<file path="src/rtl/sipo_deframer_if.sv">
// Bundle between the sipo_deframer and its neighbours: the serial input side
// coming from the PISO and the parallel valid/ready output side with status flags.
interface sipo_deframer_if #(
  parameter int WIDTH = 4
);
  logic             in_sd;
  logic             in_sv;
  logic             in_sync;
  logic             in_ready;
  logic             in_clr;
  logic [WIDTH-1:0] o_data;
  logic             o_valid;
  logic             o_ovf;
  logic             o_resync;
  logic             o_perr;

  // The master drives the serial stream and consumes words; the slave is the deframer
  modport master (
    output in_sd, in_sv, in_sync, in_ready, in_clr,
    input  o_data, o_valid, o_ovf, o_resync, o_perr
  );

  modport slave (
    input  in_sd, in_sv, in_sync, in_ready, in_clr,
    output o_data, o_valid, o_ovf, o_resync, o_perr
  );
endinterface

</file>
<file path="src/rtl/sipo_deframer.sv">
// LSB-first serial-to-parallel deframer with start-marker framing, a one-word
// valid/ready holding buffer and sticky ovf/resync/perr flags. Define SIPO_PARITY_EN for even parity.
module sipo_deframer #(
  parameter int WIDTH = 4
) (
  input logic             in_clk,
  input logic             in_rst,
  sipo_deframer_if.slave  bus
);

  localparam int CNT_W = $clog2(WIDTH + 1);
`ifdef SIPO_PARITY_EN
  localparam int LAST = WIDTH;
`else
  localparam int LAST = WIDTH - 1;
`endif

  typedef enum logic {IDLE, SHIFT} state_t;

  state_t           state;
  logic [CNT_W-1:0] cnt;
  logic [WIDTH-1:0] shreg;
  logic [WIDTH-1:0] data_q;
  logic             valid_q;
  logic             ovf_q;
  logic             resync_q;

  logic [WIDTH-1:0] word_next;
  logic             accept;
  logic             final_bit;
  logic             word_done;
  logic             resync_set;
  logic             ovf_set;
  logic             load;

`ifdef SIPO_PARITY_EN
  logic perr_q;
  logic perr_set;
`endif

  // word_next is the shifter contents with the current bit inserted at position cnt;
  // on the parity bit cnt==WIDTH matches no position, so it is just the data word
  always_comb begin
    word_next = shreg;
    for (int i = 0; i < WIDTH; i++) begin
      if (cnt == CNT_W'(i)) word_next[i] = bus.in_sd;
    end
    accept     = (state == SHIFT) && bus.in_sv && !bus.in_sync;
    final_bit  = accept && (cnt == CNT_W'(LAST));
    resync_set = (state == SHIFT) && bus.in_sv && bus.in_sync;
`ifdef SIPO_PARITY_EN
    word_done  = final_bit && ((^shreg ^ bus.in_sd) == 1'b0);
    perr_set   = final_bit && ((^shreg ^ bus.in_sd) == 1'b1);
`else
    word_done  = final_bit;
`endif
    load       = word_done && (!valid_q || bus.in_ready);
    ovf_set    = word_done && valid_q && !bus.in_ready;
  end

  always_ff @(posedge in_clk or negedge in_rst) begin
    if (!in_rst) begin
      state    <= IDLE;
      cnt      <= '0;
      shreg    <= '0;
      data_q   <= '0;
      valid_q  <= 1'b0;
      ovf_q    <= 1'b0;
      resync_q <= 1'b0;
`ifdef SIPO_PARITY_EN
      perr_q   <= 1'b0;
`endif
    end else begin
      case (state)
        IDLE: begin
          if (bus.in_sv && bus.in_sync) begin
            shreg <= WIDTH'(bus.in_sd);
            cnt   <= CNT_W'(1);
            state <= SHIFT;
          end
        end
        SHIFT: begin
          if (resync_set) begin
            shreg <= WIDTH'(bus.in_sd);
            cnt   <= CNT_W'(1);
          end else if (final_bit) begin
            shreg <= '0;
            cnt   <= '0;
            state <= IDLE;
          end else if (accept) begin
            shreg <= word_next;
            cnt   <= cnt + CNT_W'(1);
          end
        end
        default: begin
          state <= IDLE;
          cnt   <= '0;
        end
      endcase

      // A word loading on a transfer edge keeps o_valid high without a gap
      if (load) begin
        data_q  <= word_next;
        valid_q <= 1'b1;
      end else if (valid_q && bus.in_ready) begin
        valid_q <= 1'b0;
      end

      ovf_q    <= ovf_set    || (ovf_q    && !bus.in_clr);
      resync_q <= resync_set || (resync_q && !bus.in_clr);
`ifdef SIPO_PARITY_EN
      perr_q   <= perr_set   || (perr_q   && !bus.in_clr);
`endif
    end
  end

  assign bus.o_data   = data_q;
  assign bus.o_valid  = valid_q;
  assign bus.o_ovf    = ovf_q;
  assign bus.o_resync = resync_q;
`ifdef SIPO_PARITY_EN
  assign bus.o_perr   = perr_q;
`else
  assign bus.o_perr   = 1'b0;
`endif

endmodule

</file>
<file path="src/flat_wrapper.sv">
// flat-port wrapper written by rule: the top's interface ports become plain ports
module sipo_deframer_flat 
#(
  parameter int WIDTH = 4
)
  (in_clk, in_rst, bus_in_sd, bus_in_sv, bus_in_sync, bus_in_ready, bus_in_clr, bus_o_data, bus_o_valid, bus_o_ovf, bus_o_resync, bus_o_perr);
  sipo_deframer_if #(.WIDTH(WIDTH)) bus_i ();
  input logic in_clk;
  input logic in_rst;
  input wire logic [$bits(bus_i.in_sd)-1:0] bus_in_sd;
  input wire logic [$bits(bus_i.in_sv)-1:0] bus_in_sv;
  input wire logic [$bits(bus_i.in_sync)-1:0] bus_in_sync;
  input wire logic [$bits(bus_i.in_ready)-1:0] bus_in_ready;
  input wire logic [$bits(bus_i.in_clr)-1:0] bus_in_clr;
  output wire logic [$bits(bus_i.o_data)-1:0] bus_o_data;
  output wire logic [$bits(bus_i.o_valid)-1:0] bus_o_valid;
  output wire logic [$bits(bus_i.o_ovf)-1:0] bus_o_ovf;
  output wire logic [$bits(bus_i.o_resync)-1:0] bus_o_resync;
  output wire logic [$bits(bus_i.o_perr)-1:0] bus_o_perr;
  assign bus_i.in_sd = bus_in_sd;
  assign bus_i.in_sv = bus_in_sv;
  assign bus_i.in_sync = bus_in_sync;
  assign bus_i.in_ready = bus_in_ready;
  assign bus_i.in_clr = bus_in_clr;
  assign bus_o_data = bus_i.o_data;
  assign bus_o_valid = bus_i.o_valid;
  assign bus_o_ovf = bus_i.o_ovf;
  assign bus_o_resync = bus_i.o_resync;
  assign bus_o_perr = bus_i.o_perr;
  sipo_deframer #(.WIDTH(WIDTH)) u_core (.in_clk(in_clk), .in_rst(in_rst), .bus(bus_i));
endmodule
</file>
<file path="config.mk">
export PLATFORM = sky130hd
export DESIGN_NAME = sipo_deframer_flat
export DESIGN_NICKNAME = d
export VERILOG_FILES = /design/src/rtl/sipo_deframer_if.sv /design/src/rtl/sipo_deframer.sv /design/src/flat_wrapper.sv
export SDC_FILE = /design/constraint.sdc
export NUM_CORES = 1
export LEC_CHECK = 0
export BUFFER_PORTS_ARGS = -buffer_cell sky130_fd_sc_hd__buf_2
export CAP_MARGIN = 20
export CORE_MARGIN = 10
export CORE_UTILIZATION = 26
export CTS_CLUSTER_DIAMETER = 50
export DETAILED_ROUTE_END_ITERATION = 8
export GPL_TIMING_DRIVEN = 0
export SYNTH_ARGS = -nofsm -noshare
export SYNTH_HDL_FRONTEND = slang
export SYNTH_SLANG_ARGS = --single-unit
</file>
<file path="constraint.sdc">
create_clock -name in_clk -period 2 [get_ports in_clk]
set_input_delay 0.4 -clock in_clk [delete_from_list [all_inputs] [get_ports in_clk]]
set_output_delay 0.4 -clock in_clk [all_outputs]
set_load 0.1 [all_outputs]
</file>
## Word-level counts from Yosys, hierarchy flattened

Index checks and enable logic that the tools add are counted.

- Flip-flop bits (word level): 15
- Bits in latches: 0
- Bits in writable memories: 0
- Memory bits (read-only): 0
- Input port bits: 7
- Output and inout port bits: 8
- Word-level logic and storage cells: 55
- Memories kept: 0

- Add/sub/neg operators: 1
- Multiply operators: 0
- Div/mod/pow operators: 0
- Magnitude comparators: 0
- Equal/unequal tests: 5
- Shifts and indexed selects: 0
- Multiplexer cells: 20
- Bitwise gates (word level): 1
- Reduce and logical (&&, ||, !) cells: 21

Operators with widths:

| operator | count |
|---|---|
| $mux W4 | 4 |
| $mux W3 | 4 |
| $logic_and A1 B1 Y1 | 11 |
| $mux W1 | 9 |
| $pmux W4 S2 | 1 |
| $eq A3 B2 Y1 const B | 2 |
| $pmux W3 S2 | 1 |
| $logic_not A1 Y1 | 4 |
| $ne A4 B4 Y1 const B | 1 |
| $add A3 B1 Y3 const B | 1 |
| $eq A3 B1 Y1 const B | 1 |
| $logic_not A3 Y1 | 1 |
| $logic_or A1 B1 Y1 | 3 |
| $ne A2 B1 Y1 const B | 1 |
| $pmux W1 S2 | 1 |
| $reduce_and A2 Y1 | 1 |
| $reduce_bool A2 Y1 | 1 |
| $not A1 Y1 | 1 |

## Depth between registers and ports, before layout

Gate-level depths: netlist of run 1.

- Depth in word-level cells: 6
- Mapped depth: 5
- Depth with buffers taken out: 5

## Least setup slack after synthesis of run 1

OpenSTA, ideal clock, no wires.

- Kind: register -> register
- Start point: register u_core.valid_q, in the netlist u_core.bus.o_valid
- End point: register u_core.data_q[0], in the netlist u_core.bus.o_data[0]
- Setup time: 0.126 ns
- Data arrival time: 1.660 ns
- Required time: 1.874 ns
- Setup slack: 0.214 ns
- Cell stages (with the launch flop): 4
- Buffers on the path: 0
- Clock period less this slack: 1.786 ns
- Cell sequence: dfrtp_1 nand2b_1 nor4b_4 mux2_4

- Cells in the longest elaborated chain, start to end: 3

RTL lines:

| what | RTL line | text |
|---|---|---|
| start: declaration | sipo_deframer.sv:24 | `logic valid_q;` |
| start signal: assignment | sipo_deframer.sv:67 | `valid_q <= 1'b0;` |
| start signal: assignment | sipo_deframer.sv:104 | `valid_q <= 1'b1;` |
| start signal: assignment | sipo_deframer.sv:106 | `valid_q <= 1'b0;` |
| $logic_not A1 Y1 | sipo_deframer.sv:57 | `load = word_done && (!valid_q \|\| bus.in_ready);` |
| $logic_or A1 B1 Y1 | sipo_deframer.sv:57 |  |
| $logic_and A1 B1 Y1 | sipo_deframer.sv:57 |  |
| end signal: assignment | sipo_deframer.sv:103 | `data_q <= word_next;` |
| end: declaration | sipo_deframer.sv:23 | `logic [WIDTH-1:0] data_q;` |

Every way passes these cells.
A chain may end at the register's enable or synchronous reset.

## Worst setup path in the final report of run 1

- Start point: register u_core.cnt[0]
- End point: register u_core.data_q[3], in the netlist u_core.bus.o_data[3]

- Cells in the longest elaborated chain, start to end: 3
- Elaborated cells on any way between the ends: 4
- Classes of those cells: eq/ne (1); mux (1); reduce/logical (2)

RTL lines:

| what | RTL line | text |
|---|---|---|
| start: declaration | sipo_deframer.sv:21 | `logic [CNT_W-1:0] cnt;` |
| start signal: assignment | sipo_deframer.sv:92 | `cnt <= cnt + CNT_W'(1);` |
| $eq A3 B2 Y1 * | sipo_deframer.sv:46, sipo_deframer.sv:49 |  |
| $logic_and A1 B1 Y1 | sipo_deframer.sv:49 | `final_bit = accept && (cnt == CNT_W'(LAST));` |
| $logic_and A1 B1 Y1 | sipo_deframer.sv:57 |  |

Every way passes the cells marked *; elsewhere a longest branch is shown, timed or not.

==> impl_metrics.csv, run 1 <==
group,metric,value,unit
timing,maxSlewViolCount,0,
pwr,ir_drop,1.09,mV
timing,rsz0062_at_grt,"false",
timing,setup_viol,0,
logic_synthesis,ys_seq_area_share,48.4,%
setup_path,criticalPathCategory,"reg -> reg",
cts,cts_tree,"yes",
cts,clk_pin_slew_worst_paths,0.09,ns
placed_design,dp_slack,0.406,ns
global_route,antenna_found_initial,0,
finish,nets,92,
finish,drive_above_1_share,36.3,%
timing,max_slew.worst_pin.slew,0.536,ns
flow_run,drv_cap,0,
setup_path,cp-start-kind,"register",
drt,wire_per_inst,13.0,µm
finish,final_area,863,µm²
timing,finalCriticalPeriod,1.59,ns
die,start_util,26.7,%
drt,drt-total-wl,1.44,mm
finish,diodes,0,
setup_path,r2r-start,"u_core.cnt[0]",
placed_design,port_buffers,13,
cts,clock_latency,0.28,ns
cts,cts_hold_buf,0,
cts,post_cts_buffers,0,
die,dieWidth,72.7,µm
placed_design,dp_hpwl,1.13,mm
global_route,grt_max_degree,15,
timing,hold_viol,0,
logic_synthesis,yosysUniqueCellTypes,30,
cts,clockBufferDepth,2,
drt,drc,0,
die,dieArea,5290,µm²
timing,worst_slack,0.406,ns
setup_path,cp-end-kind,"register",
placed_design,place_area,827,µm²
min_path,hp-class,"in -> async",
timing,whs,0.00154,ns
pwr,p_leak,0.429,nW
timing,max_freq,627,MHz
global_route,grt_util_all_layers,6.23,%
setup_path,critPathArrivalTime,1.77,ns
drt,drt_iter0_drc,49,
logic_synthesis,synth_area,723,µm²
drt,num_vias,500,
setup_path,critPathLaunch,"u_core.cnt[0]",
finish,area_delta_synth_final,19.4,%
timing,finalCritPeriodShare,79.7,%
pwr,pwr_density_cell,1470,nW/µm²
cts,cts_made_buffers,3,
drt,postRouteAntennaNets,0,
drt,dr.pass1.iters,4,
setup_path,cp_max_fo,6,
logic_synthesis,ys_warn_count,0,
logic_synthesis,syn_inst,63,
finish,mostFrequentLayoutCells,"14 x buf_2, 14 x dfrtp_1, 6 x inv_1",
die,num_rows,19,
logic_synthesis,synthesis.nets,74,
global_route,grt_pass1_wl,2.57,mm
timing,skew,0.00495,ns
finish,utilization,31.9,%
die,io_pins,15,
die,die_h,72.7,µm
cts,root_buffer,"clkbuf_4",
timing,relSlewSlack,63.9,%
run_status,outcome,"finished clean",
cts,clkSinkCount,14,
global_route,gr-total-overflow,0,
logic_synthesis,ys_seq_elements,14,
cts,htreeDepth,1,
setup_path,required,2.17,ns
drt,vias_per_cell,4.50,
timing,fin_tns_setup,0,ns
die,fp.coreArea,2710,µm²
placed_design,finalWeightedCongestion,0.741,
cts,cts-resized-gates,0,
logic_synthesis,avgSynthCellArea,11.5,µm²
global_route,grt_pass1_vias,546,
==> power by group <==
part	leakage, nW	switching, mW	internal, mW	total (mW)
registers	0.177	0.0513	0.361	0.412
logic	0.232	0.495	0.157	0.652
clock network	0.0210	0.0905	0.111	0.201
==> state kept, by name, indices dropped and copies added (netlist names) <==
name,cells
u_core.shreg,3
u_core.cnt,3
u_core.bus.o_resync,1
u_core.state,1
u_core.bus.o_ovf,1
u_core.bus.o_data,4
u_core.bus.o_valid,1
==> worst max-delay path: stages, from the launching register on <==
cell and delay, ns:
dfrtp_1 0.41, ha_1 0.21, nand2b_2 0.12, nor4b_4 0.41, mux2_4 0.33
==> final timing paths <==
kind	to	slack [ns]	cells after the start
max	u_core.bus.o_data[3]	0.41	4
min	u_core.bus.o_valid	0.002	1
max reg2reg	u_core.bus.o_data[3]	0.41	4
min reg2reg	u_core.shreg[2]	0.49	2
max in group asynchronous	u_core.shreg[1]	1.75	1
min in group in_clk	u_core.bus.o_ovf	0.31	2
==> metal layers <==
| layer | GRT usage (%) | part of all wire, % | routed length, µm |
|---|---|---|---|
| met2 | 9.34 | 47 | 680 |
| met3 | 3.95 | 7.6 | 110 |
| met1 | 7.34 | 45 | 647 |
| met4 | 1.27 | 0.42 | 6 |
| met5 | 0 | 0 | 0 |
==> cell type report <==
class,count,area [µm²]
Buffer,2,12.5
Clock buffer,4,36.3
Fill cell,295,1850
Inverter,6,22.5
Multi-Input combinational cell,41,338
Sequential cell,14,350
Tap cell,31,38.8
Timing Repair Buffer,13,65.1
==> kinds of logic (layout without fill, tap and decap cells) <==
group           after synthesis  in the layout  synth area share (%)
other cells                   1              1                 0.519
flops                        14             14                  48.4
fa+ha+maj                     4              4                  6.92
buf+inv                       8             25                  4.84
mux                           7              7                  11.2
compound gates               12             12                  11.4
simple gates                 17             17                  16.6
==> through the flow <==
step,cells,power (mW)
2_1_floorplan,63,0.960
3_3_place_gp,107,1.06
3_5_place_dp,107,1.08
4_1_cts,111,1.29
5_1_grt,111,1.35
6_report,111,1.26
==> cell usage after synthesis, drive strengths merged <==
cell     n  area (µm²)
a21boi   1        7.51
a21o     1        7.51
a21oi    1        5.00
a221o    1        10.0
a22o     2        17.5
a31o     1        8.76
and3     1        7.51
buf      2        12.5
conb     1        3.75
dfrtp   14         350
ha       4        50.1
inv      6        22.5
mux2     3        41.3
mux2i    4        40.0
nand2    4        17.5
nand2b   4        27.5
nand3    1        5.00
nor2     1        3.75
nor2b    1        6.26
nor3     1        5.00
nor3b    1        7.51
nor4b    1        23.8
o21ai    4        20.0
o22ai    1        6.26
or3      1        7.51
or3b     1        8.76
No activity file was read; power rests on OpenSTA's default activity.
==> run 2, diff against run 1 <==
==> constraint.sdc (replaced) <==
create_clock -name in_clk -period 1.63 [get_ports in_clk]
set_input_delay 0.326 -clock in_clk [delete_from_list [all_inputs] [get_ports in_clk]]
set_output_delay 0.326 -clock in_clk [all_outputs]
set_load 0.1 [all_outputs]
==> run 2 against run 1 <==
Against the previous run: core utilization rose by 1.8 points; setup slack got worse by 0.35 ns; clock skew fell by 0.0025 ns; die area did not move; clock power rose by 22%; power rose by 26%.
==> impl_metrics.csv, run 2 (same netlist as run 1, synthesis figures left out) <==
group,metric,value,unit
pwr,ir_drop,1.25,mV
finish,mostFrequentLayoutCells,"14 x buf_2, 13 x dfrtp_1, 6 x inv_1",
setup_path,cp-start-kind,"register",
drt,postRouteAntennaNets,0,
die,num_rows,19,
finish,fillers,284,
global_route,grt_pass1_vias,549,
setup_path,cp-end-kind,"register",
drt,drc,0,
timing,finalCritPeriodShare,96.8,%
finish,drive_above_1_share,41.2,%
setup_path,criticalPathCategory,"reg -> reg",
drt,wire_per_inst,12.8,µm
setup_path,required,1.79,ns
drt,drt-total-wl,1.48,mm
die,die_h,72.7,µm
timing,hold_viol,0,
timing,maxSlewViolCount,0,
global_route,grt_util_all_layers,5.81,%
finish,diodes,0,
drt,dr.pass1.iters,4,
setup_path,crit_slowest_cell,"dfrtp_1",
global_route,grt_pass1_wl,2.44,mm
run_status,outcome,"finished clean",
cts,root_buffer,"clkbuf_4",
global_route,grt_max_degree,15,
die,io_pins,15,
finish,area_delta_synth_final,26.1,%
cts,clockBufferDepth,2,
pwr,total_power,1.60,mW
die,start_util,26.7,%
die,dieWidth,72.7,µm
placed_design,finalWeightedCongestion,0.737,
timing,worst_slack,0.0529,ns
cts,clkSinkCount,14,
finish,final_common_cell,"buf_2",
setup_path,crit_path_max_incr_delay,0.41,ns
timing,finalCriticalPeriod,1.58,ns
timing,skew,0.00241,ns
setup_path,r2r_slack,0.05,ns
drt,drt_iter0_drc,44,
setup_path,path_cells,"ha_2, nand2b_4, nor4b_4, buf_4, mux2_4",
setup_path,critPathArrivalTime,1.74,ns
pwr,p_leak,0.452,nW
global_route,gr-total-overflow,0,
placed_design,dp.cells,107,
die,fp.coreArea,2710,µm²
pwr,pwr_density_cell,1750,nW/µm²
timing,max_freq,634,MHz
finish,nets,97,
placed_design,dp_slack,0.0419,ns
setup_path,cp_max_fo,6,
cts,htreeDepth,1,
placed_design,dp_hpwl,1.11,mm
cts,cts_tree,"yes",
flow_run,drv_cap,0,
min_path,hp-class,"in -> reg",
timing,setup_viol,0,
die,dieArea,5290,µm²
cts,cts_made_buffers,3,
finish,largest_register_ffs,4,
cts,clk_pin_slew_worst_paths,0.08,ns
drt,num_vias,537,
drt,vias_per_cell,4.63,
finish,finalNonFillerCells,116,
cts,clock_latency,0.27,ns
global_route,antenna_found_initial,0,
placed_design,port_buffers,13,
[run 2: metrics by stage]
| stage | util (%) | cell area (µm²) | setup TNS [ns] | hold slack (ns) |
|---|---|---|---|---|
| 2_1_floorplan | - | 724 | 0 | 0.0304 |
| 3_3_place_gp | 30.6 | 828 | 0 | 0.236 |
| 3_5_place_dp | 30.6 | 828 | 0 | 0.244 |
| 4_1_cts | 32.3 | 875 | 0 | 0.239 |
| 5_1_grt | 33.7 | 912 | -0.0121 | 0.254 |
| 6_report | 33.7 | 912 | 0 | 0.247 |
[run 2: layout make-up]
class	count	area, µm²	area share (%)
Sequential cell	14	352	38.5
Multi-Input combinational cell	41	345	37.9
Timing Repair Buffer	18	105	11.5
Tap cell	31	38.8	4.25
Clock buffer	4	36.3	3.98
Inverter	6	22.5	2.47
Buffer	2	12.5	1.37
[run 2: final timing paths]
kind                                 start  cells after the start              endpoint
max                          u_core.cnt[0]                      5  u_core.bus.o_data[0]
min                             bus_in_clr                      2   u_core.bus.o_resync
max reg2reg                  u_core.cnt[0]                      5  u_core.bus.o_data[0]
min reg2reg                u_core.shreg[2]                      2       u_core.shreg[2]
max in group asynchronous           in_rst                      2    u_core.bus.o_valid
min in group asynchronous           in_rst                      2          u_core.state
[run 2: where the power goes]
| group | leakage, nW | internal [mW] | switching, mW |
|---|---|---|---|
| Combinational | 0.255 | 0.224 | 0.618 |
| Sequential | 0.175 | 0.443 | 0.0641 |
| Clock | 0.0210 | 0.136 | 0.111 |
| Total | 0.452 | 0.803 | 0.793 |
[run 2: metal layers]
layer	part of all wire, %	up-vias	GRT usage [%]
met4	0.54	0	3.16
met3	9.1	2	2.59
met2	49	14	8.96
met1	41	262	6.55
li1	-	259	-
met5	0	-	0
[run 2: what timing repair did]
| item | CTS | global route |
|---|---|---|
| endpoints found under the hold margin | 14 | 0 |
| hold buffers | 1 | 0 |
| endpoints found under the setup margin | 0 | 4 |
| buffers inserted | 0 | 4 |
| resized for setup | 0 | 3 |
[run 2: critical path: cells and delay by family, from the launching register on]
kind | cells | cell delay (ns)
adders and majority gates | 1 | 0.23
buffers and inverters | 1 | 0.18
DFF | 1 | 0.41
muxes | 1 | 0.30
and+or+nand+nor | 2 | 0.35
==> run 3, diff against run 2 <==
--- a/config.mk
+++ b/config.mk
@@ -8,10 +8,11 @@
 export BUFFER_PORTS_ARGS = -buffer_cell sky130_fd_sc_hd__buf_2
 export CAP_MARGIN = 20
 export CORE_MARGIN = 10
-export CORE_UTILIZATION = 26
+export CORE_UTILIZATION = 40
 export CTS_CLUSTER_DIAMETER = 50
 export DETAILED_ROUTE_END_ITERATION = 8
 export GPL_TIMING_DRIVEN = 0
+export REMOVE_ABC_BUFFERS = 1
 export SYNTH_ARGS = -nofsm -noshare
 export SYNTH_HDL_FRONTEND = slang
 export SYNTH_SLANG_ARGS = --single-unit
==> run 3 against run 2 <==
Against the previous run: die area shrank 26%; first-iteration DRC count shrank 77%; clock power shrank 22%; combinational power shrank 3.2%; wire length shrank 10%; non-clock buffer count shrank 3; clock skew grew 0.0070 ns; final cell count shrank 8.6%; flip-flop and latch count is the same; global-route usage grew 1.7 points; core utilization grew 16 points; critical path depth is the same; critical path type unchanged; largest cell class unchanged.
==> impl_metrics.csv, run 3 (same netlist as run 1, synthesis figures left out) <==
group,metric,value,unit
run_status,outcome,"finished clean",
global_route,use_met3,3.05,%
pwr,pwr_density_cell,1750,nW/µm²
cts,clkSinkCount,14,
placed_design,port_buffers,13,
die,io_pins,15,
global_route,grt_max_degree,15,
die,dieArea,3910,µm²
finish,final_common_cell,"dfrtp_1",
setup_path,critPathArrivalTime,1.71,ns
setup_path,required,1.80,ns
drt,wire_per_inst,12.6,µm
flow_run,drv_cap,0,
drt,dr.pass1.iters,2,
finish,largest_register_ffs,4,
cts,root_buffer,"clkbuf_4",
global_route,grt_util_all_layers,7.48,%
setup_path,crit_slowest_cell,"dfrtp_1",
drt,drc,0,
cts,clockBufferDepth,2,
finish,nets,94,
die,fp.coreArea,1730,µm²
drt,postRouteAntennaNets,0,
timing,relSlewSlack,65.7,%
global_route,grt_pass1_vias,527,
cts,cts_made_buffers,3,
drt,drt-total-wl,1.34,mm
global_route,grt_pass1_wl,2.39,mm
finish,diodes,0,
setup_path,criticalPathCategory,"reg -> reg",
cts,clk_pin_slew_worst_paths,0.09,ns
finish,drive_above_1_share,35.8,%
setup_path,path_cells,"ha_1, nand2b_2, nor4b_4, buf_4, mux2_4",
drt,num_vias,497,
timing,hold_viol,0,
placed_design,dp.cells,99,
global_route,grt_most_used_layer,"met2",
cts,cts_tree,"yes",
placed_design,place_area,807,µm²
die,dieWidth,62.5,µm
die,die_h,62.5,µm
timing,rsz0062_at_grt,"false",
timing,max_slew.worst_pin.slew,0.509,ns
die,num_rows,15,
setup_path,cp-start-kind,"register",
placed_design,dp_hpwl,1.00,mm
finish,finalNonFillerCells,106,
finish,mostFrequentLayoutCells,"14 x dfrtp_1, 13 x buf_2, 6 x inv_1",
timing,finalCritPeriodShare,94.6,%
placed_design,finalWeightedCongestion,0.749,
global_route,use_met2,11.8,%
global_route,antenna_found_initial,0,
setup_path,cp-end-kind,"register",
timing,maxSlewViolCount,0,
drt,vias_per_cell,4.69,
timing,finalCriticalPeriod,1.54,ns
pwr,p_leak,0.433,nW
pwr,ir_drop,0.714,mV
cts,clock_latency,0.28,ns
global_route,gr-total-overflow,0,
die,start_util,41.9,%
min_path,hp-class,"in -> reg",
setup_path,cp_max_fo,6,
finish,area_delta_synth_final,19.2,%
timing,setup_viol,0,
pwr,total_power,1.51,mW
cts,htreeDepth,1,
timing,skew,0.00943,ns
drt,drt_iter0_drc,10,
global_route,grtUsageMet1,8.32,%
finish,final_area,862,µm²
timing,max_freq,648,MHz
setup_path,crit_path_max_incr_delay,0.40,ns
[run 3: area by class of cell]
class / count / area [µm²]
multi-input combinational: 41 / 338
sequential: 14 / 350
tap: 25 / 31.3
inverter: 6 / 22.5
fill: 178 / 865
clock buffer: 3 / 22.5
timing repair buffer: 17 / 97.6
[run 3: critical path, delay by kind of cell, from the launching register on]
family / cells / cell delay, ns
DFF: 1 / 0.40
and+or+nand+nor: 2 / 0.37
muxes: 1 / 0.29
adders and majority gates: 1 / 0.20
buffers and inverters: 1 / 0.18
[run 3: metal layers]
layer	vias to the layer above	share of wire, %
li1	251	-
met1	237	45
met2	7	48
met3	2	5.8
met4	0	1.2
met5	-	0
[run 3: path summary, 6_finish.rpt]
| path | startpoint | to | slack [ns] | cells after the start |
|---|---|---|---|---|
| min in group asynchronous | in_rst | u_core.shreg[2] | 0.47 | 2 |
| max reg2reg | u_core.cnt[0] | u_core.bus.o_data[0] | 0.09 | 5 |
| max | u_core.cnt[0] | u_core.bus.o_data[0] | 0.09 | 5 |
| max in group asynchronous | in_rst | u_core.cnt[2] | 0.91 | 2 |
| min | bus_in_clr | u_core.bus.o_ovf | 0.25 | 2 |
| min reg2reg | u_core.shreg[1] | u_core.shreg[1] | 0.49 | 2 |
[run 3: repair_timing]
item	4_1_cts	5_1_grt
hold buffers	1	0
setup buffers	0	3
endpoints found under the setup margin	0	3
hold endpoints to repair	14	0
gates resized for setup	0	1
[run 3: per-stage QoR]
stage	hold WS, ns	TNS [ns]	util [%]	setup slack [ns]
after global placement	0.244	0	46.7	0.0565
final	0.251	0	49.9	0.0875
after detailed placement	0.246	0	46.7	0.0478
after global routing	0.250	0	49.9	0.00276
after floorplan	0.0304	-0.313	-	-0.156
after CTS	0.241	0	48.6	0.0403
[run 3: where the power goes]
part           internal (mW)  switching [mW]
Sequential             0.443          0.0577
Combinational          0.207           0.608
Clock                 0.0855           0.106
